## src/rtl/uart_tx.sv

```systemverilog
// rtl/uart_tx.sv - UART transmitter: start, LSB-first data, optional parity, 1/2 stop bits
// Bit timing from an internal baud counter on sysclk; line output is registered.
module uart_tx #(
   parameter int SYSCLK    = 100_000_000,
   parameter int BAUD      = 115_200,
   parameter int DATA_BITS = 8,
   parameter int PARITY    = 0,
   parameter int STOP_BITS = 1
) (
   input  logic                 sysclk_in,
   input  logic                 rst_in,
   input  logic                 tx_valid_in,
   input  logic [DATA_BITS-1:0] tx_data_in,
   output logic                 tx_ready_out,
   output logic                 tx_serial_out,
   output logic                 tx_done_out
);
   localparam int CLKS_PER_BIT = SYSCLK / BAUD;
   localparam int CW = $clog2(CLKS_PER_BIT);
   localparam int BW = $clog2(DATA_BITS) + 1;
   localparam logic [CW-1:0] LAST_CNT  = CW'(CLKS_PER_BIT - 1);
   localparam logic [BW-1:0] LAST_BIT  = BW'(DATA_BITS - 1);
   localparam logic          LAST_STOP = (STOP_BITS == 2);

   localparam logic [2:0] S_IDLE   = 3'd0;
   localparam logic [2:0] S_START  = 3'd1;
   localparam logic [2:0] S_DATA   = 3'd2;
   localparam logic [2:0] S_PARITY = 3'd3;
   localparam logic [2:0] S_STOP   = 3'd4;

   logic [2:0]           state;
   logic [CW-1:0]        baud_cnt;
   logic [BW-1:0]        bit_idx;
   logic                 stop_cnt;
   logic [DATA_BITS-1:0] shreg;
   logic                 parity_bit;
   logic                 bit_end;

   assign bit_end = (baud_cnt == LAST_CNT);

   always_ff @(posedge sysclk_in) begin
      if (rst_in) begin
         state         <= S_IDLE;
         baud_cnt      <= '0;
         bit_idx       <= '0;
         stop_cnt      <= 1'b0;
         shreg         <= '0;
         parity_bit    <= 1'b0;
         tx_ready_out  <= 1'b0;
         tx_serial_out <= 1'b1;
         tx_done_out   <= 1'b0;
      end else begin
         tx_done_out <= 1'b0;

         // Line follows the state of the previous cycle, giving the one-edge output delay.
         case (state)
            S_START:  tx_serial_out <= 1'b0;
            S_DATA:   tx_serial_out <= shreg[0];
            S_PARITY: tx_serial_out <= parity_bit;
            default:  tx_serial_out <= 1'b1;
         endcase

         if (state != S_IDLE) begin
            baud_cnt <= bit_end ? '0 : baud_cnt + CW'(1);
         end

         case (state)
            S_IDLE: begin
               baud_cnt <= '0;
               if (tx_valid_in && tx_ready_out) begin
                  shreg        <= tx_data_in;
                  parity_bit   <= (PARITY == 1) ? ~(^tx_data_in) : (^tx_data_in);
                  bit_idx      <= '0;
                  stop_cnt     <= 1'b0;
                  tx_ready_out <= 1'b0;
                  state        <= S_START;
               end else begin
                  tx_ready_out <= 1'b1;
               end
            end
            S_START: begin
               if (bit_end) state <= S_DATA;
            end
            S_DATA: begin
               if (bit_end) begin
                  shreg <= {1'b0, shreg[DATA_BITS-1:1]};
                  if (bit_idx == LAST_BIT) begin
                     bit_idx <= '0;
                     state   <= (PARITY != 0) ? S_PARITY : S_STOP;
                  end else begin
                     bit_idx <= bit_idx + BW'(1);
                  end
               end
            end
            S_PARITY: begin
               if (bit_end) state <= S_STOP;
            end
            S_STOP: begin
               if (bit_end) begin
                  if (stop_cnt == LAST_STOP) begin
                     stop_cnt     <= 1'b0;
                     tx_done_out  <= 1'b1;
                     tx_ready_out <= 1'b1;
                     state        <= S_IDLE;
                  end else begin
                     stop_cnt <= 1'b1;
                  end
               end
            end
            default: state <= S_IDLE;
         endcase
      end
   end
endmodule

```

## config.mk

```make
export PLATFORM = sky130hd
export DESIGN_NAME = uart_tx
export DESIGN_NICKNAME = d
export VERILOG_FILES = /design/src/rtl/uart_tx.sv
export SDC_FILE = /design/constraint.sdc
export NUM_CORES = 1
export LEC_CHECK = 0
export ABC_AREA = 1
export BUFFER_PORTS_ARGS = -buffer_cell sky130_fd_sc_hd__buf_2
export CORE_MARGIN = 2
export CORE_UTILIZATION = 56
export CTS_BUF_LIST = sky130_fd_sc_hd__clkbuf_2
export DETAILED_ROUTE_END_ITERATION = 10
export GPL_ROUTABILITY_DRIVEN = 0
export PLACE_DENSITY = 0.81
export SLEW_MARGIN = 30
export SYNTH_ARGS = -nofsm -noshare
export SYNTH_HDL_FRONTEND = slang
export SYNTH_SLANG_ARGS = --single-unit
```

## constraint.sdc

```tcl
create_clock -name sysclk_in -period 1.3 [get_ports sysclk_in]
set_clock_uncertainty 0.05 [all_clocks]
set_input_delay 0.195 -clock sysclk_in [delete_from_list [all_inputs] [get_ports sysclk_in]]
set_output_delay 0.195 -clock sysclk_in [all_outputs]
set_load 0.1 [all_outputs]
```

### Yosys cells after proc, flatten, opt, wreduce, memory -nomap -nowiden

Index checks and enable logic that the tools add are counted.

* multiplexer cells: 26
* divide/modulo/power cells: 0
* add/subtract/negate cells: 2
* bitwise gates (word level): 2
* shift-type cells: 0
* reduce and logical (&&, ||, !) cells: 13
* $lt $le $gt $ge: 0
* eq/ne operators: 13
* multiply operators: 0

Operators by type and width (number)
* $mux 3: 7
* $mux 8: 2
* $pmux 8 s2: 1
* $pmux 3 s5: 1
* $ne 2x2->1 const B: 7
* $mux 4: 3
* $add 10x1->10 const B: 1
* $eq 10x10->1 const B: 1
* $mux 10: 1
* $reduce_and 3->1: 3
* $pmux 4 s2: 1
* $reduce_xor 8->1: 1
* $mux 1: 7
* $reduce_and 7->1: 1
* $eq 3x2->1 const B: 2
* $add 4x1->4 const B: 1
* $eq 4x3->1 const B: 1
* $pmux 1 s2: 2
* $reduce_bool 2->1: 2
* $eq 3x1->1 const B: 1
* $eq 3x3->1 const B: 1
* $logic_not 3->1: 1
* $pmux 1 s3: 1
* $reduce_bool 3->1: 1
* other kinds (5): 6

* bits in latches: 0
* output and inout bits: 3
* bits in writable memories: 0
* input port bits: 11
* memories kept: 0
* memory bits (read-only): 0
* logic and storage cells: 65
* register bits after elaboration: 30

### Depth between registers and ports, before layout

* word-level depth: 4
* gate-level depth with buffers: 10

### Worst setup path before layout

OpenSTA, ideal clock, no wires.

* path type: flip-flop to flip-flop
* from: register tx_ready_out
* to: register bit_idx[3]
* data arrival time: 1.733 ns
* buffers on the path: 0
* cell stages (with the launch flop): 8
* path slack: -0.597 ns
* clock period less this slack: 1.897 ns
* path through: dfxtp_1 -> nand2_1 -> inv_1 -> nor2_2 -> nor2_2 -> nand2_4 -> nor2_1 -> nor2_2

* word-level cells in the longest chain between the ends: 3

Ends and longest elaborated chain
* start, declared: RTL line 14 `output logic tx_ready_out,`
* start signal, assigned: RTL line 49 `tx_ready_out <= 1'b0;`
* start signal, assigned: RTL line 75 `tx_ready_out <= 1'b0;`
* start signal, assigned: RTL line 78 `tx_ready_out <= 1'b1;`
* $logic_and 1x1->1: RTL line 70 `if (tx_valid_in && tx_ready_out) begin`
* $ne 2x2->1 (no line)
* $reduce_and 3->1 (no line)
* end signal, assigned: RTL line 91 `bit_idx <= bit_idx + BW'(1);`
* end, declared: RTL line 33 `logic [BW-1:0] bit_idx;`

No other way between the ends.
A chain may end at the register's enable or synchronous reset.

### Worst setup path after layout

* from: register state[2]
* to: register state[1]

* word-level cells in the longest chain between the ends: 3
* elaborated cells between the ends (all ways): 14
* those cells by class: eq/ne (11); mux (1); reduce/logical (2)

Ends and longest elaborated chain
* start, declared: RTL line 31 `logic [2:0] state;`
* start signal, assigned: RTL line 89 `state <= (PARITY != 0) ? S_PARITY : S_STOP;`
* $eq 3x2->1, or another cell as far along: RTL line 67 `case (state)`
* $ne 2x2->1 (no line)
* $reduce_and 7->1 (no line)

Several ways; a longest one is shown, not always the timed one.

==> results.cfg <==
[run_status]
status = complete, but fails checks
violations = negative setup slack

[cells_and_area]
syn2layout_area_growth_pct = 34.32
layout_common_cells = nand2_1 (68), inv_1 (35), nor2_1 (28)
nets = 331
fin_cells = 363
diodes = 0
finish.utilization_pct = 78.76
drive_gt1_share_pct = 41.69
layout_commonest_cell = nand2_1

[pwr]
p_leak_uw = 0.001122
power_density_nw_per_um2 = 1710
vdd_ir_drop_max_uv = 1556

[sta]
period_share_pct = 107.1
slew_headroom_pct = 78.06
slew_violations = 0
setup_viol = 24
hold_viol = 0
fin_crit_ns = 1.393
rsz0062_at_grt = true
fmax_mhz = 717.9
setup_slack_ns = -0.09294
max_slew.worst_pin.slew_ns = 0.3256

[clock_network]
cts_tree = done
root_buffer = clkbuf_2
clk_pin_slew_ns = 0.16
cts_buffers = 5
h-tree-depth = 2
clockBufferDepth = 2
clkLatencyLatePin_ns = 0.38
clock_sinks = 29
holdBufCountCts = 0

[flow_run]
cap_violations = 0

[synthesis]
syn_area_per_cell_um2 = 6.456
synth_cells = 275
yosysSeqAreaShare_pct = 32.70
synth_cell_type_count = 28
yosys.area.top_type = dfxtp_1
ys_warn_count = 0
ys_ff_latch = 29
syn-num-nets = 288
synthesis.area_um2 = 1775
synth_top_area_share_pct = 32.70
netlist_top_cells_area = dfxtp_1 (33%), nand2_1 (16%), nor2_1 (9.3%)

[floorplan]
die_w_um = 60.31
initial_core_util_pct = 58.64
core_um2 = 3028
dieArea_um2 = 3637
die_h_um = 60.31
num_rows = 20
io_pins = 14

[min_path]
hold_depth = 2
holdCritPathClass = primary input to flop

[critical_path]
path_cells = nor2_4 > nand2_4 > nor2_4 > nor2_2 > buf_4 > a21oi_1 > nor2_2
path_max_fanout = 5
cpPeakStageDelay_ns = 0.37
end_kind = flop
reg2regPathDepth = 7
crit_path_start_kind = flop
path_class = flop to flop
arrival_ns = 1.64
cp_num_buf_inv = 1
critPathRequiredTime_ns = 1.55
cp_top_family = simple AND/OR/NAND/NOR gates
slowest_stage = dfxtp_2
crit_cells = 7

[grt]
grt_first_pass_wirelength_mm = 6.906
grt_pass1_vias = 1681
grt_max_degree = 17
grt_use_total_pct = 25.47
antenna_found_initial = 0
overflow = 0

[placement]
dp_hpwl_mm = 2.826
dp_cells = 347
io_buffers = 13

[detailed_routing]
post_drt_wl_per_cell_um = 12.25
drc = 0
ant_nets = 0
dr.pass1.iters = 5
routed_wirelength_mm = 4.446
vias_per_cell = 4.997
vias = 1814
first_iter_violations = 85
==> final timing paths <==
kind                           endpoint                   from  slack, ns
setup reg to reg  state[1]$_SDFFE_PP0P_  state[2]$_SDFFE_PP0P_      -0.09
setup / recovery  state[1]$_SDFFE_PP0P_  state[2]$_SDFFE_PP0P_      -0.09
hold / removal    state[2]$_SDFFE_PP0P_                 rst_in      0.003
hold reg to reg   shreg[7]$_SDFFE_PP0P_  shreg[7]$_SDFFE_PP0P_       0.45
==> worst register-to-register path, delay by kind of cell, from the launching register on <==
family,cells,cell delay (ns)
AOI/OAI and AO/OA,1,0.19
and+or+nand+nor,5,0.55
DFF,1,0.37
buffers and inverters,1,0.15
==> layer usage <==
| metal | up-vias | global-route usage (%) | routed length (um) |
|---|---|---|---|
| met1 | 827 | 28.46 | 1882 |
| met4 | 0 | 11.11 | 72 |
| met2 | 42 | 46.74 | 2368 |
| met3 | 8 | 4.545 | 123 |
| met5 | - | 0 | 0 |
| li1 | 937 | - | - |
==> metrics by stage <==
| stage | setup slack [ns] | total power, uW | instance area (um^2) | hold WS [ns] | setup TNS, ns |
|---|---|---|---|---|---|
| 2_1_floorplan | 0.0008826 | 2505 | 1787 | 0.2141 | 0 |
| 6_report | -0.09294 | 4078 | 2385 | 0.003436 | -1.218 |
| 3_5_place_dp | -0.09789 | 2962 | 2051 | 0.4208 | -1.572 |
| 4_1_cts | -0.05195 | 3833 | 2290 | 0.01507 | -0.5046 |
| 3_3_place_gp | -0.06889 | 2916 | 2051 | 0.4173 | -0.5644 |
| 5_1_grt | -0.1681 | 4337 | 2385 | 0.02848 | -3.164 |
==> final cells by class <==
class	count	area, um^2
repair buffers	39	312.8
clock buffers	6	30.03
fillers	216	643.1
well taps	44	55.05
clock inverters	2	10.01
multi-input cells	200	1211
flip-flops and latches	29	599.3
inverters	43	166.4
==> flip-flops by register name, summed over array words and instances, names as in the netlist <==
| register | flops |
|---|---|
| state | 3 |
| tx_serial_out | 1 |
| tx_ready_out | 1 |
| bit_idx | 4 |
| tx_done_out | 1 |
| baud_cnt | 10 |
| shreg | 8 |
| parity_bit | 1 |
==> Yosys cell counts, drive strengths merged <==
cell / n
a21oi: 10
a31oi: 1
and3: 1
buf: 4
dfxtp: 29
ha: 2
inv: 43
nand2: 80
nand3: 22
nand3b: 2
nand4: 3
nor2: 59
nor3: 3
nor3b: 1
o21a: 1
o21ai: 10
o21bai: 1
o22ai: 1
xnor2: 1
xor2: 1
==> what timing repair did <==
action / in CTS / in global routing
endpoints found under the setup margin: 27 / 26
gates resized for setup: 48 / 28
gates cloned: 1 / 0
buffers inserted: 6 / 1
pin swaps: 16 / 11
==> cells by family after synthesis <==
kind of cell	after synthesis	share of synthesized area, %
adders and majority gates	2	1.409
xor gates and xnor gates	2	0.9868
DFF	29	32.70
buffers and inverters	47	11.42
and+or+nand+nor	171	46.30
AOI/OAI and AO/OA	24	7.189
==> power breakdown <==
part           internal (uW)  switching [uW]
registers               1080             126
logic                    890            1500
clock network            135             340
Power figures use the tool's default switching activity.
